File: src/rtl/ext_interrupt_ctrl_pkg.sv
// ---------------------------------------------------------------------------
// ext_interrupt_ctrl_pkg
// Shared definitions for the external interrupt controller: controller state
// encoding, boolean constants and a sizing helper for the gap counter.
// ---------------------------------------------------------------------------
package ext_interrupt_ctrl_pkg;

  typedef enum logic [1:0] {
    ST_IDLE  = 2'd0,
    ST_SETUP = 2'd1,
    ST_REQ   = 2'd2,
    ST_GAP   = 2'd3
  } eic_state_e;

  localparam logic TRUE  = 1'b1;
  localparam logic FALSE = 1'b0;

  // Width of a down-counter that must hold min_low-1.
  function automatic int gap_cnt_w(input int min_low);
    return (min_low > 1) ? $clog2(min_low) : 1;
  endfunction

endpackage

File: src/rtl/ext_interrupt_ctrl_int_prio_encoder.sv
// ---------------------------------------------------------------------------
// int_prio_encoder
// Fixed-priority encoder: returns the index of the lowest set bit of the
// request vector (index 0 = highest priority) plus a valid flag.
// Ports:
//   req_vec   in   N_SRC  candidate request bits
//   req_idx   out  ID_W   index of the winning request (0 when none)
//   req_valid out  1      at least one request bit is set
// ---------------------------------------------------------------------------
module int_prio_encoder
  import ext_interrupt_ctrl_pkg::*;
#(
  parameter int N_SRC = 2,
  parameter int ID_W  = $clog2(N_SRC)
) (
  input  logic [N_SRC-1:0] req_vec,
  output logic [ID_W-1:0]  req_idx,
  output logic             req_valid
);

  // Scan from the top down so the lowest set index is the last to write.
  always_comb begin
    req_idx = '0;
    for (int i = N_SRC - 1; i >= 0; i--) begin
      if (req_vec[i]) begin
        req_idx = ID_W'(i);
      end
    end
  end

  assign req_valid = (req_vec != '0) ? TRUE : FALSE;

endmodule

File: src/rtl/ext_interrupt_ctrl.sv
// ---------------------------------------------------------------------------
// ext_interrupt_ctrl
// External interrupt controller. Latches rising edges of the source lines
// into pending bits, dispatches the highest-priority unmasked pending source
// to the core as a level request plus ID, and retires it when the core's
// toggle-style acknowledge changes. A minimum low time is enforced on the
// request line between consecutive requests.
// Ports:
//   Sys_Clock  in   1      system clock, all logic on rising edge
//   Sys_Reset  in   1      synchronous active-low reset
//   Irq_Src    in   N_SRC  source lines (edge-triggered, clock-synchronous)
//   Irq_Mask   in   N_SRC  1 = source masked (edges still latched)
//   Int_Ack    in   1      core acknowledge, one toggle per request, async
//   Int_Req    out  1      registered request level to the core
//   Int_Id     out  ID_W   dispatched source ID, stable while Int_Req=1
//   Pending    out  N_SRC  pending-bit status
//   Busy       out  1      controller is not idle
//
// state    | meaning
// ---------+-------------------------------------------------------------
// ST_IDLE  | waiting for an unmasked pending source; winner latched to ID
// ST_SETUP | one cycle of ID setup with the request still low
// ST_REQ   | request high until an acknowledge toggle is seen
// ST_GAP   | request held low for MIN_LOW cycles before the next dispatch
// ---------------------------------------------------------------------------
module ext_interrupt_ctrl
  import ext_interrupt_ctrl_pkg::*;
#(
  parameter int N_SRC   = 2,
  parameter int ID_W    = $clog2(N_SRC),
  parameter int MIN_LOW = 4
) (
  input  logic             Sys_Clock,
  input  logic             Sys_Reset,
  input  logic [N_SRC-1:0] Irq_Src,
  input  logic [N_SRC-1:0] Irq_Mask,
  input  logic             Int_Ack,
  output logic             Int_Req,
  output logic [ID_W-1:0]  Int_Id,
  output logic [N_SRC-1:0] Pending,
  output logic             Busy
);

  localparam int              CNT_W    = gap_cnt_w(MIN_LOW);
  localparam logic [CNT_W-1:0] GAP_LOAD = CNT_W'(MIN_LOW - 1);

  eic_state_e       state_q, state_d;
  logic [N_SRC-1:0] src_prev_q, src_prev_d;
  logic [N_SRC-1:0] pending_q, pending_d;
  logic             ack_meta_q, ack_meta_d;
  logic             ack_s_q, ack_s_d;
  logic             ack_last_q, ack_last_d;
  logic             req_q, req_d;
  logic [ID_W-1:0]  id_q, id_d;
  logic             busy_q, busy_d;
  logic [CNT_W-1:0] cnt_q, cnt_d;

  logic [N_SRC-1:0] src_rise;
  logic [N_SRC-1:0] cand_vec;
  logic [N_SRC-1:0] clr_vec;
  logic [ID_W-1:0]  win_idx;
  logic             win_valid;
  logic             ack_evt;

  assign cand_vec = pending_q & ~Irq_Mask;

  int_prio_encoder #(
    .N_SRC (N_SRC),
    .ID_W  (ID_W)
  ) u_prio (
    .req_vec   (cand_vec),
    .req_idx   (win_idx),
    .req_valid (win_valid)
  );

  always_comb begin
    src_rise   = Irq_Src & ~src_prev_q;
    src_prev_d = Irq_Src;

    ack_meta_d = Int_Ack;
    ack_s_d    = ack_meta_q;
    ack_last_d = ack_s_q;
    // ack_last tracks every cycle, so a toggle seen outside ST_REQ is
    // consumed and cannot retire a later request.
    ack_evt    = ack_s_q ^ ack_last_q;

    state_d = state_q;
    req_d   = req_q;
    id_d    = id_q;
    cnt_d   = cnt_q;
    clr_vec = '0;

    case (state_q)
      ST_IDLE: begin
        req_d = FALSE;
        if (win_valid) begin
          id_d    = win_idx;
          state_d = ST_SETUP;
        end
      end
      ST_SETUP: begin
        req_d   = FALSE;
        state_d = ST_REQ;
      end
      ST_REQ: begin
        if (ack_evt) begin
          clr_vec[id_q] = TRUE;
          req_d         = FALSE;
          cnt_d         = GAP_LOAD;
          state_d       = ST_GAP;
        end else begin
          req_d = TRUE;
        end
      end
      ST_GAP: begin
        req_d = FALSE;
        if (cnt_q == '0) begin
          state_d = ST_IDLE;
        end else begin
          cnt_d = cnt_q - CNT_W'(1);
        end
      end
      default: begin
        req_d   = FALSE;
        state_d = ST_IDLE;
      end
    endcase

    // A new edge on the source being retired wins over the clear.
    pending_d = (pending_q & ~clr_vec) | src_rise;
    busy_d    = (state_d != ST_IDLE);
  end

  always_ff @(posedge Sys_Clock) begin
    if (!Sys_Reset) begin
      state_q    <= ST_IDLE;
      src_prev_q <= Irq_Src;
      pending_q  <= '0;
      ack_meta_q <= FALSE;
      ack_s_q    <= FALSE;
      ack_last_q <= FALSE;
      req_q      <= FALSE;
      id_q       <= '0;
      busy_q     <= FALSE;
      cnt_q      <= '0;
    end else begin
      state_q    <= state_d;
      src_prev_q <= src_prev_d;
      pending_q  <= pending_d;
      ack_meta_q <= ack_meta_d;
      ack_s_q    <= ack_s_d;
      ack_last_q <= ack_last_d;
      req_q      <= req_d;
      id_q       <= id_d;
      busy_q     <= busy_d;
      cnt_q      <= cnt_d;
    end
  end

  assign Int_Req = req_q;
  assign Int_Id  = id_q;
  assign Pending = pending_q;
  assign Busy    = busy_q;

endmodule
File: config.mk
export PLATFORM = sky130hd
export DESIGN_NAME = ext_interrupt_ctrl
export DESIGN_NICKNAME = d
export VERILOG_FILES = /design/src/rtl/ext_interrupt_ctrl_pkg.sv /design/src/rtl/ext_interrupt_ctrl_int_prio_encoder.sv /design/src/rtl/ext_interrupt_ctrl.sv
export SDC_FILE = /design/constraint.sdc
export NUM_CORES = 1
export LEC_CHECK = 0
export CAP_MARGIN = 10
export CORE_MARGIN = 2
export CORE_UTILIZATION = 37
export DETAILED_ROUTE_END_ITERATION = 7
export DONT_BUFFER_PORTS = 1
export PLACE_DENSITY = 0.56
export SLEW_MARGIN = 10
export SYNTH_ARGS = -nofsm -noshare
export SYNTH_HDL_FRONTEND = slang
export SYNTH_HIERARCHICAL = 1
export SYNTH_SLANG_ARGS = --single-unit
export TNS_END_PERCENT = 30
File: constraint.sdc
create_clock -name Sys_Clock -period 2.8 [get_ports Sys_Clock]
set_input_delay 0.56 -clock Sys_Clock [delete_from_list [all_inputs] [get_ports Sys_Clock]]
set_output_delay 0.56 -clock Sys_Clock [all_outputs]
set_load 0.01 [all_outputs]
Yosys cells after proc, flatten, opt, wreduce, memory -nomap -nowiden
Cells that the tools add are included.
{"block": "totals", "register_bits": 14, "input_bits": 7, "output_inout_bits": 5, "elab_cells": 51}
{"block": "classes", "addsub": 1, "magnitude_cmp": 2, "n_eq_ne": 5, "mux": 16, "n_bitwise": 8, "reduce_logical": 9}
{"operator": "2-bit two-way mux", "count": 7}
{"operator": "2-bit one-hot mux with 4 select lines", "count": 1}
{"operator": "2-bit bitwise AND", "count": 3}
{"operator": "2-bit NOT", "count": 3}
{"operator": "2-bit nonzero test", "count": 3}
{"operator": "1-bit two-way mux", "count": 5}
{"operator": "2-bit equality test, second input constant", "count": 2}
{"operator": "2-bit zero test", "count": 2}
{"operator": "2-bit != test, second input constant", "count": 2}
{"operator": "2-bit one-hot mux with 2 select lines", "count": 1}
{"operator": "3-bit AND reduction", "count": 1}
{"operator": "3-bit OR reduction", "count": 1}
{"operator": "2-bit by 1-bit equality test with 1-bit output, second input constant", "count": 1}
{"operator": "1-bit by 2-bit < comparator with 1-bit output, second input constant", "count": 1}
{"operator": "2-bit bitwise OR", "count": 1}
{"operator": "1-bit one-hot mux with 2 select lines", "count": 1}
{"operator": "2-bit AND reduction", "count": 1}
{"operator": "2-bit by 1-bit subtractor with 2-bit output, second input constant", "count": 1}
{"operator": "1-bit demux with 1-bit select", "count": 1}
{"operator": "1-bit greater-or-equal comparator, second input constant", "count": 1}
{"operator": "1-bit logical AND", "count": 1}
{"operator": "1-bit bitwise XOR", "count": 1}

Depth between registers and ports, before layout
Gate-level depths: netlist (run 1).
{"block": "logic_depth", "depth_word": 9, "ltp_mapped": 5, "mapped_depth_nobuf": 5}

Modules after synthesis
Netlist (run 1), hierarchy kept.
{"module": "ext_interrupt_ctrl", "n_inst": 1, "cells_per_inst": 58, "area_each_um2": 568.0, "seq_area_each_um2": 280.3}
{"module": "int_prio_encoder", "n_inst": 1, "cells_per_inst": 2, "area_each_um2": 12.5, "seq_area_each_um2": 0.0}

Worst setup path after synthesis (run 1)
No wires, ideal clock.
{"block": "synth_path", "kind": "input to register", "start": "in Irq_Mask[0]", "end": "reg id_q, in the netlist Int_Id", "setup_ps": 116, "arrival_time_ps": 1219, "t_required_ps": 2684, "path_slack_ps": 1465, "cell_stages": 5, "path_buffers": 0, "cell_sequence": "nor2b_1 > or2_1 > nor3b_4 > mux2i_1 > nor2b_1"}
{"block": "synth_between", "elab_chain_len": 5, "elab_cells_between_ends": 6, "cone_classes": "mux: 2; bitwise: 2; reduce/logical: 2"}
{"item": "start, declared", "line": "ext_interrupt_ctrl.sv:36", "source": "input logic [N_SRC-1:0] Irq_Mask,"}
{"item": "2-bit NOT", "line": "ext_interrupt_ctrl.sv:65", "source": "assign cand_vec = pending_q & ~Irq_Mask;"}
{"item": "2-bit bitwise AND", "line": "ext_interrupt_ctrl.sv:65"}
{"item": "2-bit nonzero test", "line": "ext_interrupt_ctrl_int_prio_encoder.sv:31", "source": "assign req_valid = (req_vec != '0) ? TRUE : FALSE;"}
{"item": "1-bit two-way mux", "line": "ext_interrupt_ctrl_int_prio_encoder.sv:31"}
{"item": "named net win_valid", "line": "ext_interrupt_ctrl.sv:62", "source": "logic win_valid;"}
{"item": "2-bit AND reduction (no line)"}
{"item": "end signal, assigned", "line": "ext_interrupt_ctrl.sv:154", "source": "id_q <= id_d;"}
{"item": "end, declared", "line": "ext_interrupt_ctrl.sv:54", "source": "logic [ID_W-1:0] id_q, id_d;"}
The timed path passes the listed nets, and every way through them passes these cells.
A chain may end at the register's enable or synchronous reset.

Worst setup path after layout (run 1)
{"block": "layout_path", "start": "reg pending_q[0], in the netlist Pending[0]", "end": "reg id_q, in the netlist Int_Id"}
{"block": "layout_between", "elab_chain_len": 4, "elab_cells_between_ends": 5, "cone_classes": "mux: 2; bitwise: 1; reduce/logical: 2"}
{"item": "start, declared", "line": "ext_interrupt_ctrl.sv:49", "source": "logic [N_SRC-1:0] pending_q, pending_d;"}
{"item": "start signal, assigned", "line": "ext_interrupt_ctrl.sv:149", "source": "pending_q <= pending_d;"}
{"item": "2-bit bitwise AND", "line": "ext_interrupt_ctrl.sv:65"}
{"item": "named net cand_vec[0]", "line": "ext_interrupt_ctrl.sv:59", "source": "logic [N_SRC-1:0] cand_vec;"}
{"item": "2-bit nonzero test", "line": "ext_interrupt_ctrl_int_prio_encoder.sv:31"}
{"item": "1-bit two-way mux", "line": "ext_interrupt_ctrl_int_prio_encoder.sv:31"}
{"item": "named net win_valid", "line": "ext_interrupt_ctrl.sv:62"}
{"item": "2-bit AND reduction (no line)"}
The timed path passes the listed nets, and every way through them passes these cells.

==> results of run 1 <==
-- sequential cells by signal, summed over array words and instances (netlist names) --
register	cells
Int_Id	1
Busy	1
Int_Req	1
Pending	2
state_q	2
cnt_q	2
ack_last_d	1
src_prev_q	2
ack_meta_q	1
ack_last_q	1
-- worst max-delay path, delay by kind of cell (launching register included) --
family / cells / cell delay [ps]
simple gates: 4 / 590
flops: 1 / 400
mux: 1 / 200
-- cell families after synthesis --
family / after synthesis / share of synthesized area
AO/OA/AOI/OAI: 8 / 0.0754
XOR/XNOR: 2 / 0.0302
adder cells (fa/ha/maj): 1 / 0.0215
buffers and inverters: 5 / 0.0539
flip-flops: 14 / 0.483
multiplexers: 1 / 0.0172
AND/OR/NAND/NOR: 29 / 0.319
-- cell usage after synthesis --
master	count	area (um2)
sky130_fd_sc_hd__dfxtp_1	14	280
sky130_fd_sc_hd__nor2b_1	7	43.8
sky130_fd_sc_hd__nand2_1	5	18.8
sky130_fd_sc_hd__a21oi_1	4	20.0
sky130_fd_sc_hd__nor2_1	4	15.0
sky130_fd_sc_hd__and2_1	3	18.8
sky130_fd_sc_hd__o21ai_0	3	15.0
sky130_fd_sc_hd__and4b_1	2	20.0
sky130_fd_sc_hd__inv_1	2	7.51
sky130_fd_sc_hd__nand3_1	2	10.0
sky130_fd_sc_hd__buf_2	1	5.00
sky130_fd_sc_hd__buf_4	1	7.51
sky130_fd_sc_hd__buf_6	1	11.3
sky130_fd_sc_hd__ha_1	1	12.5
sky130_fd_sc_hd__mux2i_1	1	10.0
sky130_fd_sc_hd__nand3b_1	1	7.51
sky130_fd_sc_hd__nand4b_1	1	8.76
sky130_fd_sc_hd__nor3_1	1	5.00
sky130_fd_sc_hd__nor3b_2	1	12.5
sky130_fd_sc_hd__nor3b_4	1	18.8
sky130_fd_sc_hd__o2111ai_1	1	8.76
sky130_fd_sc_hd__or2_1	1	6.26
sky130_fd_sc_hd__xnor2_1	1	8.76
sky130_fd_sc_hd__xor2_1	1	8.76
-- area by class of cell --
type,count,area [um2]
well taps,16,20.0
fillers,145,876
inverters,2,7.51
clock buffers,4,36.3
multi-input cells,41,269
flip-flops and latches,14,280
-- metrics by stage --
step	utilization	cell area (um2)	hold WS, ps	std cells
6_report	0.412	613	289	77
3_5_place_dp	0.387	577	418	73
4_1_cts	0.412	613	289	77
3_3_place_gp	0.387	577	417	73
5_1_grt	0.412	613	274	77
2_1_floorplan	-	581	412	60
-- path summary, 6_finish.rpt --
kind	from	end	slack [ps]	cells past startpoint
worst min-delay path	Irq_Src[0]	src_prev_q[0]	290	0
worst max register to register	Pending[0]	Int_Id	1500	5
worst max-delay path	Pending[0]	Int_Id	1500	5
worst min register to register	ack_meta_q	ack_last_d	440	1
-- metal layers --
layer  routed length (um)  GRT usage
met4                   40      0.127
met3                   56     0.0292
met2                  349      0.162
met5                    0          0
met1                  419      0.138
-- power by group --
part / total (mW) / switching [mW] / leakage [nW] / internal, mW
clock: 0.146 / 0.0671 / 0.0210 / 0.0791
combinational: 0.0238 / 0.0101 / 0.104 / 0.0137
sequential: 0.221 / 0.0119 / 0.115 / 0.209
==> impl_metrics.ini, run 1 <==
[clock_tree]
post-cts-setup-buffer-count = 0
post_cts_resize_count = 0
cts.sinks = 14
clockRootBuffer = sky130_fd_sc_hd__clkbuf_4
h-tree-depth = 1
hold_buffers = 0
tritoncts = yes
clock_latency_reported_for_the_late_side_of_the_worst_skew_pair_ps = 290
cts_inserted_buffers = 3
clock_tree.buffer_depth = 2
clock_transition_at_path_regs_ps = 100

[layout]
antenna_cells = 0
most-common-layout-cells = 14 x sky130_fd_sc_hd__dfxtp_1, 7 x sky130_fd_sc_hd__nor2b_1, 5 x sky130_fd_sc_hd__nand2_1, 4 x sky130_fd_sc_hd__nor2_1, 4 x sky130_fd_sc_hd__a21oi_1
number_of_nets_in_the_layout = 70
synthToLayoutAreaGrowth_pct = 5.60
drive_above_1_share = 0.0984
final_common_cell = sky130_fd_sc_hd__dfxtp_1

[sta]
final.period_utilization = 0.466
worst-slew-pin-transition_ps = 406
final-hold-violation-count = 0
final_period_minus_worst_setup_slack_ps = 1300
rsz0062_at_grt = no
timing.max_slew.rel_slack = 0.729
worst_clock_skew_ps = 16.2
setup-tns-final_ps = 0
finalSetupViolCount = 0
setup_slack_ps = 1500
report.final.slew_viol_count = 0
max_freq_mhz = 767

[detailed_routing]
drtPass1Iterations = 2
final_antenna_net_count = 0
vias = 391
avgRoutedWirePerCell_um = 11.2
detail_route.wirelength_um = 865
drc_errors = 0
drc_violation_total_after_the_first_tritonroute_iteration = 3
vias_per_cell = 5.08

[pwr]
power_total_uw = 391
vdd_drop_max_mv = 0.254
p_leak_nw = 0.240
total_power_density_per_cell_area_nw_per_um2 = 638

[yosys]
syn-cell-area_um2 = 581
synth_area_per_cell_um2 = 9.68
synthesis.nets = 68
yosysWarningCount = 6
syn_inst = 60
synth_cell_types = 24
synth.ff_latch_count = 14
seq_area_frac_synth = 0.483

[placement]
dp.final_hpwl_um = 614
pre_cts_slack_ps = 1390
port_buffers = 0
gp_congestion = 0.611

[critical_path]
crit_path_max_fanout = 3
path_common_cell = sky130_fd_sc_hd__nor2b_1
worstSetupEndpointType = flop
crit_arrival_ps = 1470
timing.critical_path.from_type = flop
cp.required_ps = 2970
critical-path-slowest-cell = sky130_fd_sc_hd__dfxtp_1
cpPeakStageDelay_ps = 400
crit_path_cell_trace = nor2b_1 -> or2_1 -> nor3b_4 -> mux2i_1 -> nor2b_1
worstSetupPathType = flop to flop

[run]
drv_cap = 0

[global_routing]
first_global_vias = 369
grt_antenna_before_repair = 0
overflow = 0
grt_first_pass_wirelength_mm = 1.53
grt_start_max_net_pins = 13
track_usage = 0.117

[outcome]
status = finished clean

[die]
chipHeight_um = 43.6
die_width_um = 43.6
core_region_area_um2 = 1490
die_area_um2 = 1900
ios = 12
num_rows = 14
initial_utilization = 0.390

[hold_path]
hold_path_class = input pin to flop
(Power assumes the default switching activity.)
==> inputs of run 2 (changes only) <==
==> constraint.sdc (replaced) <==
create_clock -name Sys_Clock -period 1.3 [get_ports Sys_Clock]
set_input_delay 0.26 -clock Sys_Clock [delete_from_list [all_inputs] [get_ports Sys_Clock]]
set_output_delay 0.26 -clock Sys_Clock [all_outputs]
set_load 0.01 [all_outputs]
==> impl_metrics.ini, run 2 (same netlist as run 1, synthesis figures left out) <==
[placement]
gp_congestion = 0.625
dp.final_hpwl_um = 648
port_buffers = 0
post_dp_cell_area_um2 = 592
numPlacedInstances = 75

[critical_path]
timing.critical_path.from_type = flop
crit_arrival_ps = 1370
critical-path-slowest-cell = sky130_fd_sc_hd__dfxtp_1
worstSetupEndpointType = flop
cp.required_ps = 1470
crit_path_max_fanout = 2
rr_worst_depth = 5
worstReg2RegEnd = Int_Id
path_common_cell = sky130_fd_sc_hd__nor2b_1
worstSetupPathType = flop to flop
cpPeakStageDelay_ps = 330
critical_path.n_buffers_inverters = 0
crit-reg2reg-launch = Pending[0]
cp_top_family = simple AND/OR/NAND/NOR gates
crit_path_cell_trace = nor2b_1 -> or2_1 -> nor3b_4 -> mux2i_1 -> nor2b_1
setup.reg_to_reg.worst_slack_ps = 100

[global_routing]
track_usage = 0.133
first_global_vias = 405
overflow = 0
grt_antenna_before_repair = 0
grt_start_max_net_pins = 13
grt_first_pass_wirelength_mm = 1.74

[pwr]
combinationalPowerShare = 0.078
clkPwrFrac = 0.360
vdd_drop_max_mv = 0.749
cellInternalPower_uw = 659
total_power_density_per_cell_area_nw_per_um2 = 1300
power.switching_fraction = 0.217
seqPwrFrac = 0.562
power_total_uw = 842
p_switching_uw = 183
p_leak_nw = 0.259

[sta]
final.period_utilization = 0.921
final-hold-violation-count = 0
report.final.slew_viol_count = 0
worst_clock_skew_ps = 0.906
timing.max_slew.rel_slack = 0.707
max_freq_mhz = 835
setup-tns-final_ps = 0
final_period_minus_worst_setup_slack_ps = 1200
finalSetupViolCount = 0
rsz0062_at_grt = no
worst-slew-pin-transition_ps = 439

[die]
core_region_area_um2 = 1490
num_rows = 14
ios = 12
chipHeight_um = 43.6
die_width_um = 43.6
initial_utilization = 0.390
die_area_um2 = 1900

[hold_path]
hold_path_class = input pin to flop
whs_endpoint = state_q[0]
min_delay_path_depth = 2
min_from = Sys_Reset

[detailed_routing]
drtPass1Iterations = 2
avgRoutedWirePerCell_um = 11.5
drc_violation_total_after_the_first_tritonroute_iteration = 6
drc_errors = 0
vias_per_cell = 5.00
detail_route.wirelength_um = 934
final_antenna_net_count = 0
vias = 405

[clock_tree]
post_cts_resize_count = 0
h-tree-depth = 1
cts_inserted_buffers = 3
cts.sinks = 14
clock_tree.buffer_depth = 2
clockRootBuffer = sky130_fd_sc_hd__clkbuf_4
tritoncts = yes
clock_transition_at_path_regs_ps = 80
post-cts-setup-buffer-count = 0
clock_latency_reported_for_the_late_side_of_the_worst_skew_pair_ps = 270

[layout]
number_of_nets_in_the_layout = 74
stdcell_area_um2 = 648
antenna_cells = 0
finished_layout_cells = 81
filler_cell_count = 143
most-common-layout-cells = 14 x sky130_fd_sc_hd__dfxtp_1, 7 x sky130_fd_sc_hd__nor2b_1, 5 x sky130_fd_sc_hd__nand2_1, 4 x sky130_fd_sc_hd__nor2_1, 4 x sky130_fd_sc_hd__a21oi_1
final_common_cell = sky130_fd_sc_hd__dfxtp_1
drive_above_1_share = 0.123
synthToLayoutAreaGrowth_pct = 11.6

[outcome]
status = finished clean

[run]
drv_cap = 0
==> run 2: cell count changes in the layout (fill, tap and decap cells not counted), sizes merged <==
cell         before  now
dlygate4sd3       0    2
buf               0    2
==> run 2: per-layer routing <==
layer / vias to the layer above / wire, um / track usage
met3: 2 / 57 / 0.0750
met5: - / 0 / 0
met4: 0 / 21 / 0.109
li1: 211 / - / -
met1: 184 / 446 / 0.158
met2: 8 / 408 / 0.171
==> run 2: layout make-up <==
type	instances	area, um2	area share
inverters	2	7.51	0.0116
flip-flops and latches	14	280	0.432
multi-input cells	41	269	0.415
repair buffers	4	35.0	0.0541
clock buffers	4	36.3	0.0560
well taps	16	20.0	0.0309
==> run 2: worst max path at each step <==
stage	from	endpoint	slack [ps]	cells after the start
global placement	Pending[0]	Int_Id	150	5
global route	cnt_q[0]	cnt_q[1]	8	5
finish	Pending[0]	Int_Id	100	5
floorplan	Pending[0]	Int_Id	110	5
CTS	Pending[0]	Int_Id	90	5
detailed placement	Pending[0]	Int_Id	100	5
==> run 2: power by group through the flow <==
stage / clock [mW] / sequential (mW) / combinational, mW
finish: 0.303 / 0.473 / 0.0656
global route: 0.347 / 0.478 / 0.0751
CTS: 0.319 / 0.474 / 0.0663
floorplan: 0 / 0.475 / 0.0637
detailed placement: 0 / 0.484 / 0.0610
global placement: 0 / 0.483 / 0.0603
==> run 2: timing repair <==
action / CTS / global route
hold endpoints to repair: 2 / 0
hold buffers: 2 / 0
setup endpoints to repair: 0 / 0
==> run 2: through the flow <==
step                 util  hold WS (ps)  setup slack, ps
floorplan               -           288              114
CTS                 0.435          84.8             85.0
global route        0.435          66.1             8.24
detailed placement  0.397           288              104
global placement    0.397           288              149
finish              0.435          95.6              102
